## config.mk

```make
export PLATFORM = sky130hd
export DESIGN_NAME = i2s_transmitter_flat
export DESIGN_NICKNAME = d
export VERILOG_FILES = /design/src/rtl/i2s_transmitter_if.sv /design/src/rtl/i2s_transmitter.sv /design/src/flat_wrapper.sv
export SDC_FILE = /design/constraint.sdc
export NUM_CORES = 1
export LEC_CHECK = 0
export CAP_MARGIN = 20
export CORE_ASPECT_RATIO = 1.5
export CORE_MARGIN = 10
export CORE_UTILIZATION = 60
export CTS_CLUSTER_DIAMETER = 30
export DETAILED_ROUTE_END_ITERATION = 16
export GPL_TIMING_DRIVEN = 0
export MAX_ROUTING_LAYER = met4
export PLACE_DENSITY = 0.81
export SETUP_SLACK_MARGIN = 0.02
export SYNTH_ARGS = -nofsm -noshare
export SYNTH_HDL_FRONTEND = slang
export SYNTH_SLANG_ARGS = --single-unit
```

## constraint.sdc

```tcl
create_clock -name clk -period 4.9 [get_ports clk]
set_clock_uncertainty 0.2 [all_clocks]
set_input_delay 1.225 -clock clk [delete_from_list [all_inputs] [get_ports clk]]
set_output_delay 1.225 -clock clk [all_outputs]
set_load 0.05 [all_outputs]
```

## src/rtl/i2s_transmitter_if.sv

```systemverilog
// ============================================================================
// Module   : i2s_transmitter_if
// Brief    : Valid/ready stereo sample handshake for the I2S transmitter.
// Revision : 1.0 - initial release
// ============================================================================
`default_nettype none

interface i2s_transmitter_if #(
  parameter int SAMPLE_WIDTH = 18
);
  logic                    in_valid;
  logic                    in_ready;
  logic [SAMPLE_WIDTH-1:0] in_left;
  logic [SAMPLE_WIDTH-1:0] in_right;

  modport master (output in_valid, output in_left, output in_right, input in_ready);
  modport slave  (input in_valid, input in_left, input in_right, output in_ready);
endinterface

`default_nettype wire

```

## src/rtl/i2s_transmitter.sv

```systemverilog
// ============================================================================
// Module   : i2s_transmitter
// Brief    : I2S master transmitter, 64-bit frames with 32-bit slots, one-frame
//            holding buffer. Define I2S_TX_REPEAT_EN to resend the last pair on
//            underrun instead of zeros.
// Revision : 1.0 - initial release
// ============================================================================
`default_nettype none

module i2s_transmitter #(
  parameter int SAMPLE_WIDTH = 18,
  parameter int BCLK_DIV     = 4
) (
  input  wire logic         clk,
  input  wire logic         reset,
  input  wire logic         enable,
  i2s_transmitter_if.slave  in_bus,
  output logic              BCLK,
  output logic              LRCLK,
  output logic              SDATA,
  output logic              underrun,
  output logic              busy
);

  localparam logic [0:0] c_IDLE    = 1'b0;
  localparam logic [0:0] c_RUN     = 1'b1;
  localparam int         c_DIV_W   = (BCLK_DIV > 1) ? $clog2(BCLK_DIV) : 1;
  localparam logic [c_DIV_W-1:0] c_DIV_MAX = c_DIV_W'(BCLK_DIV - 1);

  logic [0:0]              r_state;
  logic                    r_buf_full;
  logic                    r_in_ready;
  logic [SAMPLE_WIDTH-1:0] r_buf_l;
  logic [SAMPLE_WIDTH-1:0] r_buf_r;
  logic [SAMPLE_WIDTH-1:0] r_sh_l;
  logic [SAMPLE_WIDTH-1:0] r_sh_r;
  logic [5:0]              r_k;
  logic [c_DIV_W-1:0]      r_div;
  logic                    r_bclk;
  logic                    r_lrclk;
  logic                    r_sdata;
  logic                    r_underrun;

  logic                    w_xfer;
  logic                    w_tick;
  logic                    w_boundary;
  logic                    w_start;
  logic                    w_reload;
  logic                    w_load_buf;
  logic [5:0]              w_k_next;
  logic                    w_in_slot;
  logic [SAMPLE_WIDTH-1:0] w_fill_l;
  logic [SAMPLE_WIDTH-1:0] w_fill_r;
  logic [SAMPLE_WIDTH-1:0] w_frame_l;
  logic [SAMPLE_WIDTH-1:0] w_frame_r;

  assign w_xfer     = in_bus.in_valid & r_in_ready;
  assign w_tick     = (r_state == c_RUN) && (r_div == c_DIV_MAX);
  assign w_boundary = w_tick && r_bclk && (r_k == 6'd63);
  assign w_start    = (r_state == c_IDLE) && enable && r_buf_full;
  assign w_reload   = w_boundary && enable;
  assign w_load_buf = (w_start || w_reload) && r_buf_full;
  assign w_k_next   = r_k + 6'd1;
  // Slot-relative bit 1..SAMPLE_WIDTH carries data; bit 0 is the I2S delay bit.
  assign w_in_slot  = (w_k_next[4:0] != 5'd0) && (int'(w_k_next[4:0]) <= SAMPLE_WIDTH);

`ifdef I2S_TX_REPEAT_EN
  logic [SAMPLE_WIDTH-1:0] r_last_l;
  logic [SAMPLE_WIDTH-1:0] r_last_r;

  always_ff @(posedge clk) begin
    if (reset) begin
      r_last_l <= '0;
      r_last_r <= '0;
    end else if (w_load_buf) begin
      r_last_l <= r_buf_l;
      r_last_r <= r_buf_r;
    end
  end

  assign w_fill_l = r_last_l;
  assign w_fill_r = r_last_r;
`else
  assign w_fill_l = '0;
  assign w_fill_r = '0;
`endif

  assign w_frame_l = r_buf_full ? r_buf_l : w_fill_l;
  assign w_frame_r = r_buf_full ? r_buf_r : w_fill_r;

  // in_ready mirrors ~buf_full from a register, so it never depends on in_valid.
  always_ff @(posedge clk) begin
    if (reset) begin
      r_buf_full <= 1'b0;
      r_in_ready <= 1'b1;
      r_buf_l    <= '0;
      r_buf_r    <= '0;
    end else if (w_load_buf) begin
      r_buf_full <= 1'b0;
      r_in_ready <= 1'b1;
    end else if (w_xfer) begin
      r_buf_full <= 1'b1;
      r_in_ready <= 1'b0;
      r_buf_l    <= in_bus.in_left;
      r_buf_r    <= in_bus.in_right;
    end
  end

  always_ff @(posedge clk) begin
    if (reset) begin
      r_state    <= c_IDLE;
      r_sh_l     <= '0;
      r_sh_r     <= '0;
      r_k        <= '0;
      r_div      <= '0;
      r_bclk     <= 1'b0;
      r_lrclk    <= 1'b1;
      r_sdata    <= 1'b0;
      r_underrun <= 1'b0;
    end else begin
      r_underrun <= 1'b0;
      if (r_state == c_IDLE) begin
        r_k     <= '0;
        r_div   <= '0;
        r_bclk  <= 1'b0;
        r_lrclk <= 1'b1;
        r_sdata <= 1'b0;
        if (w_start) begin
          r_state <= c_RUN;
          r_lrclk <= 1'b0;
          r_sh_l  <= r_buf_l;
          r_sh_r  <= r_buf_r;
        end
      end else if (w_tick) begin
        r_div  <= '0;
        r_bclk <= ~r_bclk;
        // LRCLK/SDATA move only on the falling edge of BCLK.
        if (r_bclk) begin
          r_k <= w_k_next;
          if (w_boundary) begin
            r_sdata <= 1'b0;
            if (!enable) begin
              r_state <= c_IDLE;
              r_lrclk <= 1'b1;
            end else begin
              r_lrclk    <= 1'b0;
              r_sh_l     <= w_frame_l;
              r_sh_r     <= w_frame_r;
              r_underrun <= ~r_buf_full;
            end
          end else begin
            r_lrclk <= w_k_next[5];
            if (w_in_slot && !w_k_next[5]) begin
              r_sdata <= r_sh_l[SAMPLE_WIDTH-1];
              r_sh_l  <= r_sh_l << 1;
            end else if (w_in_slot && w_k_next[5]) begin
              r_sdata <= r_sh_r[SAMPLE_WIDTH-1];
              r_sh_r  <= r_sh_r << 1;
            end else begin
              r_sdata <= 1'b0;
            end
          end
        end
      end else begin
        r_div <= r_div + 1'b1;
      end
    end
  end

  assign in_bus.in_ready = r_in_ready;
  assign BCLK            = r_bclk;
  assign LRCLK           = r_lrclk;
  assign SDATA           = r_sdata;
  assign underrun        = r_underrun;
  assign busy            = (r_state == c_RUN);

endmodule

`default_nettype wire

```

## src/flat_wrapper.sv

```systemverilog
// flat-port wrapper written by rule: the top's interface ports become plain ports
module i2s_transmitter_flat 
#(
  parameter int SAMPLE_WIDTH = 18,
  parameter int BCLK_DIV     = 4
)
  (clk, reset, enable, BCLK, LRCLK, SDATA, underrun, busy, in_bus_in_valid, in_bus_in_left, in_bus_in_right, in_bus_in_ready);
  i2s_transmitter_if #(.SAMPLE_WIDTH(SAMPLE_WIDTH)) in_bus_i ();
  input  wire logic clk;
  input  wire logic reset;
  input  wire logic enable;
  output logic BCLK;
  output logic LRCLK;
  output logic SDATA;
  output logic underrun;
  output logic busy;
  input wire logic [$bits(in_bus_i.in_valid)-1:0] in_bus_in_valid;
  input wire logic [$bits(in_bus_i.in_left)-1:0] in_bus_in_left;
  input wire logic [$bits(in_bus_i.in_right)-1:0] in_bus_in_right;
  output wire logic [$bits(in_bus_i.in_ready)-1:0] in_bus_in_ready;
  assign in_bus_i.in_valid = in_bus_in_valid;
  assign in_bus_i.in_left = in_bus_in_left;
  assign in_bus_i.in_right = in_bus_in_right;
  assign in_bus_in_ready = in_bus_i.in_ready;
  i2s_transmitter #(.SAMPLE_WIDTH(SAMPLE_WIDTH), .BCLK_DIV(BCLK_DIV)) u_core (.clk(clk), .reset(reset), .enable(enable), .in_bus(in_bus_i), .BCLK(BCLK), .LRCLK(LRCLK), .SDATA(SDATA), .underrun(underrun), .busy(busy));
endmodule
```

; ---- Word-level counts from Yosys, hierarchy flattened
; Index checks and enable logic that the tools add are counted.
[word_totals]
ff_bits = 87
out_inout_bits = 6
[classes]
addsub = 2
magnitude_cmp = 1
eq_ne = 8
n_mux = 32
bitwise_logic = 8
n_reduce_logical = 23
[op_table]
columns = cell, count
row1 = 2-to-1 mux 18 bit, 17
row2 = 2-to-1 mux 1 bit, 15
row3 = "inequality test 3 bit, second input constant", 4
row4 = logical AND 1 bit, 10
row5 = inverter 1 bit, 7
row6 = "adder 6 x 1 -> 6 bit, second input constant", 1
row7 = "equality test 6 bit, second input constant", 1
row8 = AND reduction 2 bit, 3
row9 = AND reduction 6 bit, 1
row10 = OR reduction 6 bit, 1
row11 = "<= comparator 5 bit, second input constant", 1
row12 = AND reduction 5 bit, 1
row13 = nonzero test 5 bit, 1
row14 = "inequality test 2 bit, second input constant", 2
row15 = OR reduction 2 bit, 2
row16 = OR reduction 3 bit, 1
row17 = "adder 2 x 1 -> 2 bit, second input constant", 1
row18 = "equality test 2 bit, second input constant", 1
row19 = nonzero test 2 bit, 1
row20 = AND 1 bit, 1
row21 = logical NOT 1 bit, 1
row22 = logical OR 1 bit, 1

; ---- Logic depth before layout (Yosys ltp)
[depth]
depth_word = 10
mapped_depth = 9
mapped_depth_nobuf = 7

; ---- Worst setup path after synthesis
; No wires, ideal clock.
[synth_path]
path_type = input to register
startpoint = input port enable
endpoint = register u_core.r_sh_l[10]
setup_time_ns = 0.135
arrival_ns = 2.192
required_ns = 4.565
slack_ns = 2.373
stages = 5
cell_sequence = o311ai_1 -> a21oi_1 -> nand2_1 -> buf_2 -> a32oi_2
[synth_via]
elab_chain_len = 4
word_cells_on_any_way = 5
cone_classes = eq/ne: 1 / reduce/logical: 4
[synth_lines]
columns = item, line
row1 = from (decl), flat_wrapper.sv:11  ; input wire logic enable;
row2 = logical AND 1 bit (2 in series), i2s_transmitter.sv:60  ; assign w_start = (r_state == c_IDLE) && enable && r_buf_full;
row3 = nonzero test 2 bit (no source line), --
row4 = AND reduction 5 bit (no source line) *, --
row5 = to (signal assigned), i2s_transmitter.sv:131  ; r_sh_l <= r_buf_l;
row6 = to (signal assigned), i2s_transmitter.sv:147  ; r_sh_l <= w_frame_l;
row7 = to (signal assigned), i2s_transmitter.sv:155  ; r_sh_l <= r_sh_l << 1;
row8 = to (decl), i2s_transmitter.sv:35  ; logic [SAMPLE_WIDTH-1:0] r_sh_l;
; Mark *: on every way between the ends. The rest lies on a longest branch, timed or not.
; A chain may end at the register's enable or synchronous reset.

; ---- Worst setup path after layout
[layout_path]
startpoint = input port enable
endpoint = register u_core.r_buf_l[4]
[layout_via]
elab_chain_len = 6
word_cells_on_any_way = 7
cone_classes = bitwise: 1 / reduce/logical: 6
[layout_lines]
columns = item, line
row1 = logical AND 1 bit (2 in series), i2s_transmitter.sv:60
row2 = logical OR 1 bit *, i2s_transmitter.sv:62  ; assign w_load_buf = (w_start || w_reload) && r_buf_full;
row3 = logical AND 1 bit *, i2s_transmitter.sv:62
row4 = inverter 1 bit (no source line) *, --
row5 = AND reduction 2 bit (no source line) *, --
row6 = to (signal assigned), i2s_transmitter.sv:104  ; r_buf_l <= in_bus.in_left;
row7 = to (decl), i2s_transmitter.sv:33  ; logic [SAMPLE_WIDTH-1:0] r_buf_l;
; Marks and branches as above.

==> results_dict.tcl <==
set metrics [dict create \
    rsz0062_at_grt "false" \
    ctsHtreeMaxLevel 3 \
    peakVddDrop_v 0.000209 \
    max-cap-violations 0 \
    crit_path_cell_trace "clkdlybuf4s50_1 > nand2_1 > inv_1 > a21oi_1 > clkbuf_1 > nand2_1 > a21oi_1" \
    cp_max_fo 10 \
    cts_tree "built" \
    io_pins 46 \
    finalCriticalPeriod_ns 3.44 \
    cpPeakStageDelay_ns 0.80 \
    wl_per_cell_um 15.8 \
    final.setup.worst_slack_ns 1.46 \
    status "complete, no violations" \
    cp_slowest_cell "a21oi_1" \
    synth_cell_type_count 51 \
    initial_core_util_pct 62.0 \
    synthTopCellsByArea "dfxtp_1 (43%), a32oi_2 (8.0%), nand2_1 (7.8%), a22oi_1 (6.3%), nand2b_1 (5.7%)" \
    synthCells 439 \
    fmax_mhz 291 \
    syn_area_um2 4050 \
    dr_total_vias 3425 \
    relSlewSlack_pct 33.0 \
    dieArea_um2 10500 \
    ctsResizeCount 0 \
    worst_pin_slew_ns 1.01 \
    p_leak_nw 1.62 \
    synthFlopType "dfxtp_1" \
    syn_nets 483 \
    fill_cells 521 \
    post_cts_buffers 0 \
    synth_seq_cells 87 \
    clk_pin_slew_worst_paths_ns 0.08 \
    die_w_um 87.1 \
    vias_per_cell 5.97 \
    synth-xor-area-share_pct 1.08 \
    worstPathArrival_ns 3.53 \
    hold_viol 0 \
    synth_compound_area_share_pct 28.2 \
    grt_pass1_vias 3470 \
    num_rows 36 \
    critPathKind "primary input to register" \
    grt_max_degree 14 \
    postSynth.asyncResetShare_pct 0 \
    place_inst 559 \
    num_antenna_cells 0 \
    synth-adder-area-share_pct 1.23 \
    clk_latency_ns 0.36 \
    drt_iter0_drc 294 \
    ys_seq_area_share_pct 43.0 \
    yosys.area_share.simple_pct 18.9 \
    drc 0 \
    clock-sinks 87 \
    avgSynthCellArea_um2 9.23 \
    synth_edf_count 0 \
    endpoint_kind "register" \
    cts_buffer_depth 2 \
    powerDensity_nw_per_um2 313 \
    final_max_slew_viol_count 0 \
    core_region_area_um2 6530 \
    postRouteAntennaNets 0 \
    cts_made_buffers 9 \
    synth_area_leader_cell "dfxtp_1" \
    finalSetupViolations 0 \
    min_path_type "register to register" \
    drt_pass1_iterations 5 \
    postPlaceCellArea_um2 4590 \
    grt_antenna_before_repair 0 \
    muxShareOfSynthArea_pct 0.772 \
    grt_pass1_wl_um 15300 \
    ctsRootBufferMaster "clkbuf_8" \
    grt-ovfl-total 0 \
    cp-start-kind "primary input" \
    synthTopCellsByCount "dfxtp_1 (87), nand2_1 (84), a21oi_1 (43)" \
    instances_no_fill 574 \
    wirelength_um 9080 \
    synth.most_common_cell "dfxtp_1" \
    synth_top_area_share_pct 43.0 \
    dp_slack_ns 1.10 \
    yosys_warnings 0 \
    synth_top_family_by_area "compound AO/OA/AOI/OAI gates" \
    stdcell_area_um2 4780 \
    ctsHoldBuffers 0 \
    drive_gt1_share_pct 14.3 \
    cp.required_ns 4.99 \
    place.gp.congestion 0.812 \
    die_h_um 121 \
    io_buffers 44 \
    finalCritPeriodShare_pct 70.2 \
    setup_tns_ns 0 \
    nets 538 \
    areaGrowthSynthToFinish_pct 18.1 \
    grt_use_total_pct 18.0 \
    dpl.hpwl_um 6390 \
]
==> routing by layer <==
| layer | vias up | routed length (um) | part of all wire (%) | GRT usage, % |
|---|---|---|---|---|
| met2 | 61 | 4640 | 51 | 30.7 |
| met4 | 0 | 167 | 1.8 | 8.20 |
| met5 | - | 0 | 0 | - |
| met3 | 14 | 303 | 3.3 | 3.02 |
| met1 | 1662 | 3970 | 44 | 19.8 |
| li1 | 1688 | - | - | - |
==> cell usage in the layout (no fill, tap or decap), types with 4 or more instances in the layout <==
master,count
inv_1,7
a32oi_1,14
clkdlybuf4s50_1,44
buf_6,6
buf_2,11
dfxtp_1,87
clkbuf_1,17
ha_1,4
nor2_1,9
nand2_1,84
o21ai_0,8
a32oi_2,20
nand2b_1,37
a21oi_1,43
a22oi_1,34
nand3_1,5
clkbuf_8,11
nor3_1,4
==> registers in the layout (all words and copies together) (netlist names) <==
register	count
u_core.r_sh_r	18
u_core.r_buf_l	18
u_core.busy	1
u_core.r_buf_r	18
u_core.r_div	2
u_core.in_bus.in_ready	1
u_core.r_sh_l	18
u_core.r_k	6
u_core.SDATA	1
u_core.r_buf_full	1
u_core.underrun	1
u_core.LRCLK	1
u_core.BCLK	1
==> power breakdown <==
part	total [mW]	internal (mW)	switching [mW]
registers	0.782	0.755	0.0269
clock network	0.507	0.258	0.249
logic	0.206	0.100	0.106
==> cells by family (layout without fill, tap and decap cells) <==
kind of cell    after synthesis  count (layout)
buf+inv                      46             105
fa+ha+maj                     4               4
flops                        87              87
compound gates              138             138
xor+xnor                      5               5
mux                           3               3
simple gates                156             156
==> critical path: cells and delay by family <==
family | cells | cell delay, ns
buf+inv | 3 | 1.08
simple gates | 2 | 0.29
compound gates | 2 | 0.93
==> cell type report <==
type                            count  area [um^2]  share of cell area [%]
Buffer                             39          249                    5.20
Clock buffer                       11          151                    3.16
Multi-Input combinational cell    306         2040                    42.5
Clock inverter                      4         45.0                   0.941
Inverter                            7         26.3                   0.549
Sequential cell                    87         1740                    36.4
Timing Repair Buffer               44          440                    9.21
Tap cell                           76         95.1                    1.99
==> final timing paths <==
path                         from                 to  slack (ns)  cells after the start
setup / recovery           enable  u_core.r_buf_l[4]        1.46                      7
hold / removal    u_core.r_div[0]    u_core.r_div[0]        0.24                      1
setup reg to reg    u_core.r_k[0]  u_core.r_buf_l[4]        2.06                      8
hold reg to reg   u_core.r_div[0]    u_core.r_div[0]        0.24                      1
==> stage by stage <==
| step | total power, mW | utilization (%) | hold WS, ns |
|---|---|---|---|
| 4_1_cts | 1.50 | 73.3 | 0.239 |
| 5_1_grt | 1.55 | 73.3 | 0.261 |
| 2_1_floorplan | 0.931 | - | 0.208 |
| 3_5_place_dp | 1.00 | 70.2 | 0.228 |
| 3_3_place_gp | 0.995 | 70.2 | 0.218 |
| 6_report | 1.50 | 73.3 | 0.237 |
(Power assumes the default switching activity.)
==> patch (same flow settings) <==
`SAMPLE_WIDTH` is set to 18 in 3 places; all go to 36.
--- a/src/rtl/i2s_transmitter_if.sv
+++ b/src/rtl/i2s_transmitter_if.sv
@@ -8,3 +8,3 @@
 interface i2s_transmitter_if #(
-  parameter int SAMPLE_WIDTH = 18
+  parameter int SAMPLE_WIDTH = 36
 );
--- a/src/rtl/i2s_transmitter.sv
+++ b/src/rtl/i2s_transmitter.sv
@@ -10,3 +10,3 @@
 module i2s_transmitter #(
-  parameter int SAMPLE_WIDTH = 18,
+  parameter int SAMPLE_WIDTH = 36,
   parameter int BCLK_DIV     = 4
--- a/src/flat_wrapper.sv
+++ b/src/flat_wrapper.sv
@@ -3,3 +3,3 @@
 #(
-  parameter int SAMPLE_WIDTH = 18,
+  parameter int SAMPLE_WIDTH = 36,
   parameter int BCLK_DIV     = 4
Ports: changed (resized in_bus_in_left and in_bus_in_right); port bits go from 46 to 82. The function was not compared with the original's and may differ.
==> patch against the unedited design <==
  * Sequential cell count rose by 72
  * Cell area rose by 83%
  * Wire length rose by 110%
  * Power rose by 120%
  * Fmax rose by 2.7%
  * Sequential power rose by 83%
  * Synthesized area rose by 75%
  * Worst setup slack improved by 0.090 ns
  * Critical path type unchanged
==> patch: results (changes against the unedited design) <==
- Placeable Area: 11,530 µm² (was 6531 µm²)
- Worst VDD drop: 303.6 µV (was 208.5 µV)
- Non-Filler Instances: 1,156 (was 574)
- Final wirelength: 19,350 µm (was 9082 µm)
- Sw frac: 0.2424 (was 0.2553)
- Inverter count: 4 (was 7)
- Critical R2R Capture: u_core.r_buf_r[34] (was u_core.r_buf_l[4])
- Mapped Nets: 974 (was 483)
- Fin Hold WS: 0.2411 ns (was 0.2369 ns)
- Share of layout cells above drive strength 1: 0.06958 (was 0.1426)
- Gp weighted congestion: 0.8961 (was 0.8118)
- Cells after synthesis: 895 (was 439)
- Status: finished clean (unchanged)
- DP Wirelength: 13,020 µm (was 6389 µm)
- Port bufs: 80 (was 44)
- Vias per cell: 6.075 (was 5.967)
- Vias in the first global route: 6,540 (was 3,470)
- Synth top cells by count: nand2_1 (223), a21oi_1 (217), dfxtp_1 (159) (was dfxtp_1 (87), nand2_1 (84), a21oi_1 (43))
- Initial detailed-routing violation count: 473 (was 294)
- Critical path arrival: 3.47 ns (was 3.53 ns)
- Reg clk slew, reported paths: 0.06 ns (was 0.08 ns)
- Post-Synth XOR/XNOR Area: 0.007405 (was 0.01081)
- Finished Cell Area: 8776 µm² (was 4785 µm²)
- Post-synthesis mux area share: 0.001410 (was 0.007718)
- DR pass1 iterations: 8 (was 5)
- Non-clk buf share: 0.1333 (was 0.1441)
- Clk_buf instances: 18 (was 11)
- Register area: 3183 µm² (was 1742 µm²)
- CTS sink cnt: 159 (was 87)
- Worst r2r src: u_core.r_k[0] (unchanged)
==> patch: cell count changes after synthesis, sizes merged, moves of 8 or more <==
| cell | unedited run | this run |
|---|---|---|
| nand4 | 2 | 74 |
| nand2b | 37 | 1 |
| buf | 22 | 37 |
| o21ai | 9 | 1 |
| nand2 | 84 | 223 |
| a22oi | 34 | 2 |
| o211a | 0 | 71 |
| a32oi | 34 | 0 |
| a21oi | 44 | 220 |
| dfxtp | 87 | 159 |
| clkbuf | 17 | 50 |
==> patch: worst max path at each step <==
stage,startpoint,endpoint,slack (ns),cells past startpoint
after floorplan,enable,u_core.r_sh_l[1],2.36,5
after global placement,enable,u_core.r_sh_l[17],1.24,6
after detailed placement,enable,u_core.r_sh_l[15],1.19,6
after CTS,enable,u_core.r_sh_l[27],1.61,6
after global routing,enable,u_core.r_sh_l[4],1.46,6
final,enable,u_core.r_sh_l[4],1.55,6
==> patch: layer usage <==
metal,routed length (µm),vias up
met5,0,-
met4,554,0
met3,1030,48
met2,9966,263
met1,7794,3306
li1,-,3406
